<file path="src/rtl/sliding_window_buffer_if.sv">
// Pixel-in / window-out bundle for sliding_window_buffer.
//   clk_en      : pixel-accept strobe (producer -> buffer)
//   input_data  : one packed pixel, channel 0 in the MSBs
//   window_data : FILTER_SIZE x FILTER_SIZE window, top-left pixel in the MSBs
//   valid       : window_data holds a new complete window this cycle
//   frame_last  : high with valid on the last window of a frame
interface sliding_window_buffer_if #(
  parameter int unsigned D_WIDTH     = 8,
  parameter int unsigned CHANNELS    = 3,
  parameter int unsigned FILTER_SIZE = 2
);
  localparam int unsigned P  = CHANNELS * D_WIDTH;
  localparam int unsigned WW = FILTER_SIZE * FILTER_SIZE * P;

  logic          clk_en;
  logic [P-1:0]  input_data;
  logic [WW-1:0] window_data;
  logic          valid;
  logic          frame_last;

  modport master (
    output clk_en,
    output input_data,
    input  window_data,
    input  valid,
    input  frame_last
  );

  modport slave (
    input  clk_en,
    input  input_data,
    output window_data,
    output valid,
    output frame_last
  );
endinterface

</file>
<file path="src/rtl/sliding_window_buffer.sv">
// Raster-to-window front end: accepts one multi-channel pixel per enabled
// cycle in raster order, keeps FILTER_SIZE-1 previous rows in line buffers and
// emits every FILTER_SIZE x FILTER_SIZE window lying fully inside the image,
// one cycle after its bottom-right pixel is accepted.
//   clk   : system clock, rising edge
//   rst_n : asynchronous active-low reset (counters and outputs only)
//   bus   : slave side of sliding_window_buffer_if (clk_en, input_data in;
//           window_data, valid, frame_last out)
module sliding_window_buffer #(
  parameter int unsigned D_WIDTH      = 8,
  parameter int unsigned CHANNELS     = 3,
  parameter int unsigned FILTER_SIZE  = 2,
  parameter int unsigned IMAGE_WIDTH  = 64,
  parameter int unsigned IMAGE_HEIGHT = 32
) (
  input  logic                    clk,
  input  logic                    rst_n,
  sliding_window_buffer_if.slave  bus
);
  localparam int unsigned P    = CHANNELS * D_WIDTH;
  localparam int unsigned NWIN = FILTER_SIZE * FILTER_SIZE;
  localparam int unsigned CW   = (IMAGE_WIDTH  > 1) ? $clog2(IMAGE_WIDTH)  : 1;
  localparam int unsigned RW   = (IMAGE_HEIGHT > 1) ? $clog2(IMAGE_HEIGHT) : 1;

  localparam logic [CW-1:0] COL_LAST  = CW'(IMAGE_WIDTH - 1);
  localparam logic [RW-1:0] ROW_LAST  = RW'(IMAGE_HEIGHT - 1);
  localparam logic [CW-1:0] COL_FIRST = CW'(FILTER_SIZE - 1);
  localparam logic [RW-1:0] ROW_FIRST = RW'(FILTER_SIZE - 1);

  // lb_q[j] delays the stream by (j+1)*IMAGE_WIDTH pixels; tap [IMAGE_WIDTH-1]
  // is the same column j+1 rows above the pixel being accepted.
  logic [P-1:0]      lb_q  [FILTER_SIZE-1][IMAGE_WIDTH];
  logic [P-1:0]      win_q [FILTER_SIZE][FILTER_SIZE];
  logic [P-1:0]      win_d [FILTER_SIZE][FILTER_SIZE];
  logic [NWIN*P-1:0] window_d, window_q;
  logic [CW-1:0]     col_q, col_d;
  logic [RW-1:0]     row_q, row_d;
  logic              valid_q, valid_d;
  logic              last_q, last_d;
  logic              col_wrap, row_wrap, in_window;

  always_comb begin
    win_d = win_q;
    // Shift every window row left by one column; the new right-hand column is
    // taken from the line-buffer taps (older rows) and the incoming pixel.
    for (int unsigned r = 0; r < FILTER_SIZE; r++) begin
      for (int unsigned c = 0; c < FILTER_SIZE - 1; c++) begin
        win_d[r][c] = win_q[r][c+1];
      end
    end
    for (int unsigned r = 0; r < FILTER_SIZE - 1; r++) begin
      win_d[r][FILTER_SIZE-1] = lb_q[FILTER_SIZE-2-r][IMAGE_WIDTH-1];
    end
    win_d[FILTER_SIZE-1][FILTER_SIZE-1] = bus.input_data;

    window_d = '0;
    for (int unsigned r = 0; r < FILTER_SIZE; r++) begin
      for (int unsigned c = 0; c < FILTER_SIZE; c++) begin
        window_d[P*(NWIN-(r*FILTER_SIZE+c))-1 -: P] = win_d[r][c];
      end
    end

    col_wrap  = (col_q == COL_LAST);
    row_wrap  = (row_q == ROW_LAST);
    in_window = (row_q >= ROW_FIRST) && (col_q >= COL_FIRST);
    col_d     = col_wrap ? '0 : col_q + CW'(1);
    row_d     = col_wrap ? (row_wrap ? '0 : row_q + RW'(1)) : row_q;
    valid_d   = bus.clk_en && in_window;
    last_d    = valid_d && col_wrap && row_wrap;
  end

  // Data path: not reset; row/col gating keeps stale contents out of any
  // window flagged valid.
  always_ff @(posedge clk) begin
    if (bus.clk_en) begin
      win_q       <= win_d;
      lb_q[0][0]  <= bus.input_data;
      for (int unsigned j = 1; j < FILTER_SIZE - 1; j++) begin
        lb_q[j][0] <= lb_q[j-1][IMAGE_WIDTH-1];
      end
      for (int unsigned j = 0; j < FILTER_SIZE - 1; j++) begin
        for (int unsigned i = 1; i < IMAGE_WIDTH; i++) begin
          lb_q[j][i] <= lb_q[j][i-1];
        end
      end
    end
  end

  always_ff @(posedge clk or negedge rst_n) begin
    if (!rst_n) begin
      col_q    <= '0;
      row_q    <= '0;
      valid_q  <= 1'b0;
      last_q   <= 1'b0;
      window_q <= '0;
    end else begin
      valid_q <= valid_d;
      last_q  <= last_d;
      if (bus.clk_en) begin
        col_q    <= col_d;
        row_q    <= row_d;
        window_q <= window_d;
      end
    end
  end

  assign bus.window_data = window_q;
  assign bus.valid       = valid_q;
  assign bus.frame_last  = last_q;
endmodule

</file>
<file path="src/flat_wrapper.sv">
// flat-port wrapper written by rule: the top's interface ports become plain ports
module sliding_window_buffer_flat 
#(
  parameter int unsigned D_WIDTH      = 8,
  parameter int unsigned CHANNELS     = 3,
  parameter int unsigned FILTER_SIZE  = 2,
  parameter int unsigned IMAGE_WIDTH  = 64,
  parameter int unsigned IMAGE_HEIGHT = 32
)
  (clk, rst_n, bus_clk_en, bus_input_data, bus_window_data, bus_valid, bus_frame_last);
  sliding_window_buffer_if #(.D_WIDTH(D_WIDTH), .CHANNELS(CHANNELS), .FILTER_SIZE(FILTER_SIZE)) bus_i ();
  input  logic clk;
  input  logic rst_n;
  input wire logic [$bits(bus_i.clk_en)-1:0] bus_clk_en;
  input wire logic [$bits(bus_i.input_data)-1:0] bus_input_data;
  output wire logic [$bits(bus_i.window_data)-1:0] bus_window_data;
  output wire logic [$bits(bus_i.valid)-1:0] bus_valid;
  output wire logic [$bits(bus_i.frame_last)-1:0] bus_frame_last;
  assign bus_i.clk_en = bus_clk_en;
  assign bus_i.input_data = bus_input_data;
  assign bus_window_data = bus_i.window_data;
  assign bus_valid = bus_i.valid;
  assign bus_frame_last = bus_i.frame_last;
  sliding_window_buffer #(.D_WIDTH(D_WIDTH), .CHANNELS(CHANNELS), .FILTER_SIZE(FILTER_SIZE), .IMAGE_WIDTH(IMAGE_WIDTH), .IMAGE_HEIGHT(IMAGE_HEIGHT)) u_core (.clk(clk), .rst_n(rst_n), .bus(bus_i));
endmodule
</file>
<file path="config.mk">
export PLATFORM = sky130hd
export DESIGN_NAME = sliding_window_buffer_flat
export DESIGN_NICKNAME = d
export VERILOG_FILES = /design/src/rtl/sliding_window_buffer_if.sv /design/src/rtl/sliding_window_buffer.sv /design/src/flat_wrapper.sv
export SDC_FILE = /design/constraint.sdc
export NUM_CORES = 1
export LEC_CHECK = 0
export ABC_AREA = 1
export BUFFER_PORTS_ARGS = -buffer_cell sky130_fd_sc_hd__buf_2
export CORE_ASPECT_RATIO = 1.2
export CORE_MARGIN = 2
export CORE_UTILIZATION = 29
export CTS_BUF_LIST = sky130_fd_sc_hd__clkbuf_8
export DETAILED_ROUTE_END_ITERATION = 8
export REMOVE_ABC_BUFFERS = 1
export SYNTH_ARGS = -nofsm -noshare
export SYNTH_HDL_FRONTEND = slang
export SYNTH_SLANG_ARGS = --single-unit
</file>
<file path="constraint.sdc">
create_clock -name clk -period 1.9 [get_ports clk]
set_input_delay 0.19 -clock clk [delete_from_list [all_inputs] [get_ports clk]]
set_output_delay 0.19 -clock clk [all_outputs]
set_load 0.03 [all_outputs]
</file>
### Word-level counts from Yosys, hierarchy flattened

Memory sizes are Yosys's and may differ from the RTL's.
Index checks and enable logic that the tools add are counted.

* register bits after elaboration: 157
* memory bits (writable): 1536
* input bits: 27
* output and inout port bits: 98
* logic and storage cells: 23
* memories kept: 1

Memories
* u_core.lb_q: depth 1, bits a word 1536, read ports 1, clocked after memory_dff 0, wr ports 64, RTL line sliding_window_buffer.sv:32 `logic [P-1:0] lb_q [FILTER_SIZE-1][IMAGE_WIDTH];`

* add/sub/neg operators: 2
* $lt $le $gt $ge: 2
* equal/unequal tests: 2
* mux-type cells: 4
* reduce and logical (&&, ||, !) cells: 5

Operators with widths (count)
* $add A6 B1 Y6 const B: 1
* $eq A6 B6 Y1 const B: 1
* $ge A6 B1 Y1 const B: 1
* $mux W6: 1
* $add A5 B1 Y5 const B: 1
* $eq A5 B5 Y1 const B: 1
* $ge A5 B1 Y1 const B: 1
* $mux W5: 1
* $logic_and A1 B1 Y1: 4
* $mux W1: 2
* $reduce_and A2 Y1: 1

### Logic depth before layout (Yosys ltp)

Gate-level depths: netlist of the first run.

* word-level depth: 5
* depth in mapped cells: 7
* gate-level depth less buffers: 7

### Worst setup path after synthesis of the first run

OpenSTA, ideal clock, no wires.

* path kind: register -> register
* start point: reg u_core.row_q[0]
* end point: reg u_core.row_q[0]
* library setup time: 76 ps
* arrival: 1149 ps
* data required time: 1824 ps
* path slack: 675 ps
* stages on the path, launching flop included: 8
* buffers on the path: 0
* period minus slack after synthesis: 1225 ps
* cells stage by stage: dfrtp_1 ha_1 nand2_1 nor2_1 ha_1 inv_1 nand3_1 o21ai_1

* word-level cells in the longest chain between the ends: 2
* elaborated cells on any way between the ends: 3
* those cells by class: 1 x add/sub; 1 x eq/ne; 1 x mux

Ends and longest elaborated chain
* start: declaration: RTL line sliding_window_buffer.sv:37 `logic [RW-1:0] row_q, row_d;`
* start signal: assignment: RTL line sliding_window_buffer.sv:101 `row_q <= row_d;`
* $add A5 B1 Y5 or $eq A5 B5 Y1 (tied branches): RTL line sliding_window_buffer.sv:67, sliding_window_buffer.sv:64
* $mux W5 *: RTL line sliding_window_buffer.sv:67 `row_d = col_wrap ? (row_wrap ? '0 : row_q + RW'(1)) : row_q;`

Mark *: on every way between the ends. The rest lies on a longest branch, timed or not.
A chain may end at the register's enable or synchronous reset.

### Worst setup path after layout of the first run

* start point: reg u_core.window_q[57] (netlist: u_core.bus.window_data[57])
* end point: out bus_window_data[57]

RTL lines
* start: declaration: RTL line sliding_window_buffer.sv:35 `logic [NWIN*P-1:0] window_d, window_q;`
* start signal: assignment: RTL line sliding_window_buffer.sv:102 `window_q <= window_d;`
* end: declaration: RTL line flat_wrapper.sv:16 `output wire logic [$bits(bus_i.window_data)-1:0] bus_window_data;`

No word-level cell between the ends.

==> results by group, run 1 <==
Outcome
  – Run status: complete, no violations

Floorplan
  – Rows: 169
  – Initial Utilization: 29.1%
  – Die Wd: 388 µm
  – IO Pins: 125
  – CORE AREA: 176000 µm²
  – Die Span Y: 465 µm
  – DIE AREA: 180000 µm²

Worst setup path
  – Crit end category: output pin
  – Required @ worst endpoint: 1.71 ns
  – CP Max Fanout: 2
  – CP cell instances: buf_2
  – Critical-path top delay cell: dfrtp_1
  – CP peak stage delay: 0.39 ns
  – Crit start category: register
  – Kind of critical path: reg2out
  – CP top delay family: flip-flops
  – CP arrival: 1.46 ns
  – Worst path buffer plus inverter count: 1

Timing
  – Fin crit period: 1.65 ns
  – Final period utilization: 86.9%
  – F_max: 605 MHz
  – RSZ-0062 raised after global routing: no
  – Setup TNS: 0 ns
  – Final setup vio count: 0
  – Max Slew Vio Count: 0
  – Final hold violation count: 0
  – Clk_skew: 0.0518 ns
  – Relative slew slack: 66.9%
  – Post-route setup slack: 0.248 ns
  – Actual slew at the worst max-slew pin: 0.496 ns

CTS
  – Resized Gates After CTS: 0
  – Root Buffer Master: clkbuf_8
  – Worst skew pair latency: 0.87 ns
  – CTS H-Tree Depth: 4
  – Number of post-CTS setup repair buffers: 0
  – Post-CTS Hold Buffers: 52
  – CTS Buffer Depth: 3
  – Clock-pin slew on the worst setup and hold paths: 0.07 ns
  – Num CTS Buffers: 228
  – Clock sink count: 1669
  – CTS tree: built

Place
  – RePlAce Congestion: 0.642
  – Dpl ws: 0.388 ns
  – Dpl hpwl: 27400 µm
  – DP Cell Count: 4553
  – IO buf count: 124

Global routing
  – Number of global-route vias before repair: 19200
  – Initial antenna violation count: 1
  – Global Route Usage Sum: 6.49%
  – Largest net degree at the start of global routing: 89
  – Global route total overflow: 0
  – First-pass GRT wire length: 97300 µm

Detailed routing
  – WL/cell: 11.9 µm
  – Starting DRC count in detailed routing: 1550
  – Post-route ant nets: 0
  – Vias/cell: 3.76
  – Initial DRT Pass Iterations: 7
  – Routed Wire Length: 59900 µm
  – DRC errors left: 0
  – DR vias: 19000

Synth
  – Synth Cell Area: 51300 µm²
  – Sequential-to-total area share from yosys stat: 96.7%
  – Register bit total from synthesis: 1669
  – Synth warn: 0
  – Mapped Cells: 2059
  – Synth Area per Inst: 24.9 µm²
  – Count of cell types in the netlist: 21

Final layout
  – Area growth syn-to-layout: 18.6%
  – Share of layout cells above drive strength 1: 18.8%
  – Fin cells: 5043
  – Layout Nets: 2560
  – Core Util, Final: 34.5%

Pwr
  – Power Dens Cells: 1180 nW/µm²
  – P_leak: 0.0217 µW
  – Peak supply drop: 0.786 mV
  – PnR Total Power: 71900 µW

Job
  – MaxCap Viol Count: 0

Worst hold path
  – Hold crit path type: in2reg
==> path summary, 6_finish.rpt <==
kind	start	slack, ns	end	depth (start not counted)
worst max-delay path	u_core.bus.window_data[57]$_DFFE_PN0P_	0.25	bus_window_data[57]	1
worst min-delay path	bus_clk_en	0.37	u_core.bus.window_data[4]$_DFFE_PN0P_	4
worst max register to register	u_core.row_q[0]$_DFFE_PN0P_	0.52	u_core.row_q[0]$_DFFE_PN0P_	7
worst min register to register	u_core.lb_q[0][434]$_DFFE_PP_	0.38	u_core.lb_q[0][410]$_DFFE_PP_	0
max in group asynchronous	rst_n	1.02	u_core.bus.window_data[55]$_DFFE_PN0P_	4
min in group asynchronous	rst_n	0.56	u_core.row_q[1]$_DFFE_PN0P_	4
==> worst min-delay path, stage by stage <==
cell and delay, ns:
dlygate4sd3_1 0.57, buf_12 0.24, nand2_1 0.10, nand2_1 0.04
==> per-stage QoR <==
step                      hold slack (ns)  instance area (µm²)
final                               0.371                60800
after global routing                0.312                60800
after CTS                           0.250                60800
after detailed placement            0.181                55700
after global placement              0.173                55700
after floorplan                    -0.106                51100
==> cells by family after synthesis <==
family | after synthesis | synth area share, %
AOI/OAI and AO/OA | 7 | 0.0683
DFF | 1669 | 96.7
and+or+nand+nor | 337 | 2.57
adders and majority gates | 6 | 0.146
buffers and inverters | 38 | 0.454
xor gates and xnor gates | 2 | 0.0342
==> cell type report <==
class	instances	area [µm²]
Antenna cell	1	2.50
Sequential cell	1669	49600
Clock buffer	254	3500
Multi-Input combinational cell	352	1450
Inverter	16	62.6
Timing Repair Buffer	260	2240
Tap cell	2308	2890
Clock inverter	183	1080
Fill cell	16200	115000
==> Yosys cell counts, drive strengths merged <==
library cell,instances,area (µm²)
a21oi,1,5.00
buf,22,170
dfrtp,109,2730
edfxtp,1560,46800
ha,6,75.1
inv,16,62.6
nand2,310,1160
nand3,11,72.6
nand4,1,6.26
nor2,15,75.1
o21ai,6,30.0
xor2,2,17.5
==> state kept, by name, summed over array words and instances (netlist names) <==
signal / flops
u_core.bus.window_data: 96
u_core.win_d: 48
u_core.bus.frame_last: 1
u_core.bus.valid: 1
u_core.col_q: 6
u_core.lb_q: 1512
u_core.row_q: 5
==> layout by cell type (no fill, tap or decap), drive strengths merged <==
| cell type | n |
|---|---|
| clkinvlp | 2 |
| a21oi | 1 |
| clkinv | 69 |
| bufinv | 9 |
| inv | 119 |
| buf | 209 |
| nand3 | 11 |
| diode | 1 |
| xor2 | 2 |
| ha | 6 |
| clkbuf | 254 |
| dfrtp | 109 |
| nor2 | 15 |
| nand2 | 310 |
| edfxtp | 1560 |
| dlygate4sd3 | 51 |
| o21ai | 6 |
| nand4 | 1 |
==> metal layers <==
| layer | global-route usage, % | part of all wire, % |
|---|---|---|
| met1 | 9.02 | 50 |
| met2 | 9.02 | 42 |
| met3 | 2.02 | 5.1 |
| met4 | 3.55 | 2.8 |
| met5 | 0 | 0 |
==> where the power goes <==
group / internal (µW) / switching, µW / total [µW]
combinational: 625 / 1520 / 2150
sequential: 42600 / 675 / 43300
clock: 13600 / 12800 / 26500
(Power assumes the default switching activity.)
==> run 2: changes to the inputs <==
CORE_UTILIZATION = 69   (was 29)
PLACE_DENSITY = 0.87   (was not set)
==> run 2 against run 1 <==
Combinational power about the same. Non-clock buffer count down 30. Critical path depth unchanged. Sequential power about the same. Worst setup slack worse by 0.014 ns. Routed wire length up 14%. Total power down 1.7%. Flip-flop and latch count unchanged. Critical endpoint is now bus_window_data[28]. Largest power group unchanged.
==> results by group, run 2 (synthesis gave the netlist of run 1 again) <==
Global routing
  – Initial antenna violation count: 1 (unchanged)
  – Global route total overflow: 0 (unchanged)
  – First-pass GRT wire length: 104000 µm (+7.3%)
  – Number of global-route vias before repair: 20200 (+5.0%)
  – Global Route Usage Sum: 17.9% (+11 points)
  – Largest net degree at the start of global routing: 109 (+22%)

Floorplan
  – IO Pins: 125 (unchanged)
  – Initial Utilization: 69.6% (+40 points)
  – CORE AREA: 73600 µm² (-58%)
  – DIE AREA: 76500 µm² (-58%)
  – Rows: 109 (-36%)
  – Die Span Y: 303 µm (-35%)
  – Die Wd: 253 µm (-35%)

Worst setup path
  – Crit start category: register
  – CP Max Fanout: 2 (unchanged)
  – Kind of critical path: reg2out
  – CP peak stage delay: 0.41 ns (+0.02 ns)
  – Critical-path top delay cell: dfrtp_1
  – Crit end category: output pin
  – CP cell instances: buf_2
  – Required @ worst endpoint: 1.71 ns (about the same)
  – Worst path buffer plus inverter count: 1 (unchanged)
  – CP arrival: 1.48 ns (+0.02 ns)
  – CP top delay family: flip-flops

Detailed routing
  – DR vias: 19300 (+1.5%)
  – Starting DRC count in detailed routing: 1391 (-10%)
  – Vias/cell: 5.31 (+41%)
  – WL/cell: 18.7 µm (+58%)
  – Routed Wire Length: 68000 µm (+14%)
  – DRC errors left: 0 (unchanged)
  – Initial DRT Pass Iterations: 5 (-2)
  – Post-route ant nets: 0 (unchanged)

Place
  – DP Cell Count: 3165 (-30%)
  – RePlAce Congestion: 0.689 (+7.3%)
  – Dpl hpwl: 34200 µm (+25%)
  – IO buf count: 124 (unchanged)

Final layout
  – Most common cell after layout, fill and taps aside: edfxtp_1
  – Share of layout cells above drive strength 1: 17.8% (-1.1 points)
  – # fillers: 3240 (-80%)
  – Area growth syn-to-layout: 13.9%
  – Most flop-heavy register: u_core.lb_q
  – Layout Nets: 2525 (-1.4%)
  – Commonest cells after routing, fill and taps aside: edfxtp_1, nand2_1, clkbuf_8, buf_2, dfrtp_1
  – Largest register FFs: 1512 (unchanged)
  – Core Util, Final: 79.3% (+45 points)
  – Fin cells: 3630 (-28%)

Job
  – MaxCap Viol Count: 0 (unchanged)

CTS
  – Num CTS Buffers: 223 (-2.2%)
  – Clock-pin slew on the worst setup and hold paths: 0.07 ns (about the same)
  – Root Buffer Master: clkbuf_8
  – Worst skew pair latency: 0.82 ns (-0.05 ns)
  – CTS Buffer Depth: 3 (unchanged)
  – CTS tree: built
  – Clock sink count: 1669 (unchanged)
  – Resized Gates After CTS: 0 (unchanged)
  – CTS H-Tree Depth: 4 (unchanged)

Timing
  – Final period utilization: 87.6% (+0.72 points)
  – Final hold violation count: 0 (unchanged)
  – Final setup vio count: 0 (unchanged)
  – Max Slew Vio Count: 0 (unchanged)
  – RSZ-0062 raised after global routing: no
  – Clk_skew: 0.0289 ns (-0.0229 ns)
  – Actual slew at the worst max-slew pin: 1.11 ns (+0.610 ns)
  – Setup TNS: 0 ns (unchanged)
  – F_max: 600 MHz (-0.83%)
  – Relative slew slack: 26.3% (-41 points)
  – Fin crit period: 1.67 ns (+0.0137 ns)

Worst hold path
  – Hold crit path type: in2reg

Outcome
  – Run status: complete, no violations

Pwr
  – Peak supply drop: 1.18 mV (+50%)
  – PnR Total Power: 70700 µW (-1.7%)
  – P_leak: 0.0213 µW (-1.9%)
  – Power Dens Cells: 1210 nW/µm² (+2.3%)
[run 2: cell count changes in the layout (fill, tap and decap cells not counted), moves of 8 or more]
cell      change
clkinv_1      +9
inv_1        -14
clkinv_2      +8
buf_4        -13
clkbuf_8     -23
buf_12       -11
[run 2: power by group]
| group | internal (µW) | switching [µW] |
|---|---|---|
| Sequential | 42700 | 833 |
| Combinational | 560 | 1580 |
| Clock | 12600 | 12400 |
[run 2: final cells by class]
| class | instances | area, µm² | share of cell area (%) |
|---|---|---|---|
| flip-flops and latches | 1669 | 49600 | 84.9 |
| multi-input cells | 352 | 1450 | 2.48 |
| clock buffers | 231 | 3180 | 5.45 |
| clock inverters | 187 | 1080 | 1.85 |
| well taps | 943 | 1180 | 2.02 |
| inverters | 16 | 62.6 | 0.107 |
| diodes | 2 | 5.00 | 0.00857 |
| repair buffers | 230 | 1860 | 3.18 |
[run 2: worst paths after layout]
check                                                        from                                      to  slack [ns]  cells past startpoint
max                        u_core.bus.window_data[28]$_DFFE_PN0P_                     bus_window_data[28]        0.23                      1
min                                            bus_input_data[21]              u_core.win_d[45]$_DFFE_PP_        0.11                      2
max reg2reg                           u_core.row_q[0]$_DFFE_PN0P_             u_core.row_q[0]$_DFFE_PN0P_        0.38                      7
min reg2reg                         u_core.lb_q[0][388]$_DFFE_PP_           u_core.lb_q[0][364]$_DFFE_PP_        0.40                      0
max in group asynchronous                                   rst_n  u_core.bus.window_data[18]$_DFFE_PN0P_        0.85                      4
min in group asynchronous                                   rst_n  u_core.bus.window_data[48]$_DFFE_PN0P_        0.36                      3
[run 2: metal layers]
metal  share of wire [%]  routed length [µm]  up-vias  track usage [%]
met3                 4.3                2910      141             4.21
li1                    -                   -     8872                -
met4                 2.5                1710        0             7.93
met2                  51               34500      491             29.8
met1                  42               28800     9756             23.2
met5                   0                   0        -                0
[run 2: stage by stage]
step / hold slack (ns) / setup slack, ns / area [µm²]
2_1_floorplan: -0.106 / 0.675 / 51100
3_3_place_gp: 0.0180 / 0.398 / 53700
3_5_place_dp: 0.0182 / 0.262 / 53700
4_1_cts: 0.00205 / 0.172 / 58400
5_1_grt: 0.0318 / 0.164 / 58400
6_report: 0.108 / 0.235 / 58400
[run 2: what timing repair did]
action	4_1_cts	5_1_grt
endpoints found under the hold margin	406	0
hold buffers	45	0
setup buffers	0	0
==> run 3: changes to the inputs <==
CORE_MARGIN = 8   (was 2)
HOLD_SLACK_MARGIN = 0.02   (was not set)
==> run 3 against run 2 <==
Core utilization down 0.19 points. Die area up 8.9%. Flip-flop and latch count unchanged. Clock-buffer cell count up 4. Register-to-register slack better by 0.03 ns. Clock skew down 0.0077 ns. Non-clock buffer count up 2. Critical path type unchanged. Sequential power about the same. Combinational power about the same. Hold slack better by 0.015 ns. Largest power group unchanged. Critical endpoint is now bus_window_data[33].
==> results by group, run 3 (synthesis gave the netlist of run 1 again) <==
Outcome
  – Run status: complete, no violations

Timing
  – Final setup vio count: 0 (unchanged)
  – Final period utilization: 84.7% (-3.0 points)
  – Max Slew Vio Count: 0 (unchanged)
  – Setup TNS: 0 ns (unchanged)
  – RSZ-0062 raised after global routing: no
  – F_max: 622 MHz (+3.5%)
  – Fin crit period: 1.61 ns (-0.0567 ns)
  – Clk_skew: 0.0212 ns (-0.00770 ns)
  – Actual slew at the worst max-slew pin: 0.600 ns (-0.506 ns)
  – Relative slew slack: 60.0% (+34 points)
  – Final hold violation count: 0 (unchanged)

CTS
  – Clock-pin slew on the worst setup and hold paths: 0.07 ns (about the same)
  – Post-CTS Hold Buffers: 39 (-13%)
  – Clock sink count: 1669 (unchanged)
  – CTS Buffer Depth: 3 (unchanged)
  – CTS tree: built
  – Root Buffer Master: clkbuf_8
  – Worst skew pair latency: 0.81 ns (about the same)
  – Num CTS Buffers: 220 (-1.3%)
  – CTS H-Tree Depth: 4 (unchanged)
  – Resized Gates After CTS: 0 (unchanged)
  – Number of post-CTS setup repair buffers: 0 (unchanged)

Global routing
  – Largest net degree at the start of global routing: 124 (+14%)
  – Met1 Use GR: 22.1% (-1.1 points)
  – Global Route Usage Sum: 16.4% (-1.5 points)
  – Met3 Use GR: 4.04% (-0.17 points)
  – Number of global-route vias before repair: 20100 (-0.62%)
  – Initial antenna violation count: 0 (-1)
  – First-pass GRT wire length: 107000 µm (+2.3%)
  – Gr busiest metal: met2
  – Global route total overflow: 0 (unchanged)
  – M2 GR Usage: 26.4% (-3.3 points)

Worst setup path
  – CP arrival: 1.42 ns (-0.06 ns)
  – CP top delay family: flip-flops
  – Crit start category: register
  – Kind of critical path: reg2out
  – CP peak stage delay: 0.39 ns (-0.02 ns)
  – CP cell instances: buf_2
  – CP Max Fanout: 2 (unchanged)
  – Worst path buffer plus inverter count: 1 (unchanged)
  – Critical-path top delay cell: dfrtp_1
  – Required @ worst endpoint: 1.71 ns (about the same)
  – Crit end category: output pin

Final layout
  – Footprint of the multi-input gates: 1450 µm² (unchanged)
  – Layout Nets: 2524 (-0.040%)
  – # fillers: 3258 (+0.56%)
  – Most common cell after layout, fill and taps aside: edfxtp_1
  – Largest register FFs: 1512 (unchanged)
  – Area growth syn-to-layout: 13.6%
  – Commonest cells after routing, fill and taps aside: edfxtp_1, nand2_1, clkbuf_8, buf_2, dfrtp_1
  – Register area: 49600 µm² (unchanged)
  – N_diodes: 0 (-2)
  – Most flop-heavy register: u_core.lb_q
  – Share of layout cells above drive strength 1: 17.3% (-0.45 points)
  – Fin cells: 3617 (-0.36%)

Detailed routing
  – DR vias: 19100 (-0.74%)
  – Vias/cell: 5.29 (-0.38%)
  – Starting DRC count in detailed routing: 1446 (+4.0%)
  – WL/cell: 18.8 µm (+0.40%)
  – Post-route ant nets: 0 (unchanged)
  – DRC errors left: 0 (unchanged)
  – Routed Wire Length: 68000 µm (about the same)
  – Initial DRT Pass Iterations: 5 (unchanged)

Floorplan
  – Rows: 109 (unchanged)
  – DIE AREA: 83300 µm² (+8.9%)
  – Die Wd: 265 µm (+4.7%)
  – Initial Utilization: 69.6% (unchanged)
  – IO Pins: 125 (unchanged)
  – CORE AREA: 73600 µm² (unchanged)
  – Die Span Y: 315 µm (+4.0%)

Place
  – Dpl hpwl: 33900 µm (-0.97%)
  – IO buf count: 124 (unchanged)
  – RePlAce Congestion: 0.731 (+6.1%)
  – DP Cell Count: 3173 (+0.25%)

Pwr
  – P_leak: 0.0212 µW (-0.26%)
  – Peak supply drop: 0.863 mV (-27%)
  – Power Dens Cells: 1200 nW/µm² (-1.2%)

Job
  – MaxCap Viol Count: 0 (unchanged)

Worst hold path
  – Hold crit path type: in2reg
==> run 3: cell types whose count changed in the layout (fill, tap and decap cells not counted), moves of 2 or more <==
cell           delta
buf_12            +8
bufinv_16         -6
clkbuf_8          +4
clkinv_1          +5
clkinv_2         -15
clkinv_8          -3
diode_2           -2
dlygate4sd3_1     -7
inv_1             +5
inv_6             -4
inv_8             +2
==> run 3: area by class of cell <==
class | count | share of cell area (%)
tap | 943 | 2.03
timing repair buffer | 232 | 3.36
clock inverter | 170 | 1.36
multi-input combinational | 352 | 2.48
inverter | 16 | 0.107
clock buffer | 235 | 5.55
sequential | 1669 | 85.1
==> run 3: per-layer routing <==
| metal | wire (µm) | share of wire (%) | vias up |
|---|---|---|---|
| li1 | - | - | 8837 |
| met1 | 29800 | 44 | 9672 |
| met2 | 33600 | 49 | 499 |
| met3 | 3200 | 4.7 | 110 |
| met4 | 1460 | 2.1 | 0 |
| met5 | 0 | 0 | - |
==> run 3: stage by stage <==
stage	worst slack [ns]	instance area (µm²)	hold WS [ns]	total power, µW	utilization (%)
after global routing	0.196	58200	0.0367	72300	79.1
after CTS	0.203	58200	0.0200	70500	79.1
final	0.291	58200	0.122	69600	79.1
after floorplan	0.675	51100	-0.106	44600	-
after global placement	0.508	53800	0.209	46000	73.1
after detailed placement	0.442	53800	0.219	46300	73.1
==> run 3: final timing paths <==
path	start	to	slack, ns	cells after the start
setup / recovery	u_core.bus.window_data[33]$_DFFE_PN0P_	bus_window_data[33]	0.29	1
hold / removal	bus_input_data[22]	u_core.win_d[46]$_DFFE_PP_	0.12	2
setup reg to reg	u_core.row_q[0]$_DFFE_PN0P_	u_core.row_q[0]$_DFFE_PN0P_	0.41	7
hold reg to reg	u_core.lb_q[0][448]$_DFFE_PP_	u_core.lb_q[0][424]$_DFFE_PP_	0.40	0
max in group asynchronous	rst_n	u_core.bus.window_data[26]$_DFFE_PN0P_	1.41	3
min in group asynchronous	rst_n	u_core.bus.window_data[83]$_DFFE_PN0P_	0.13	3
==> run 3: power breakdown <==
group | internal (µW) | total [µW] | switching, µW
Combinational | 581 | 2150 | 1570
Clock | 11800 | 24000 | 12200
Sequential | 42700 | 43500 | 812
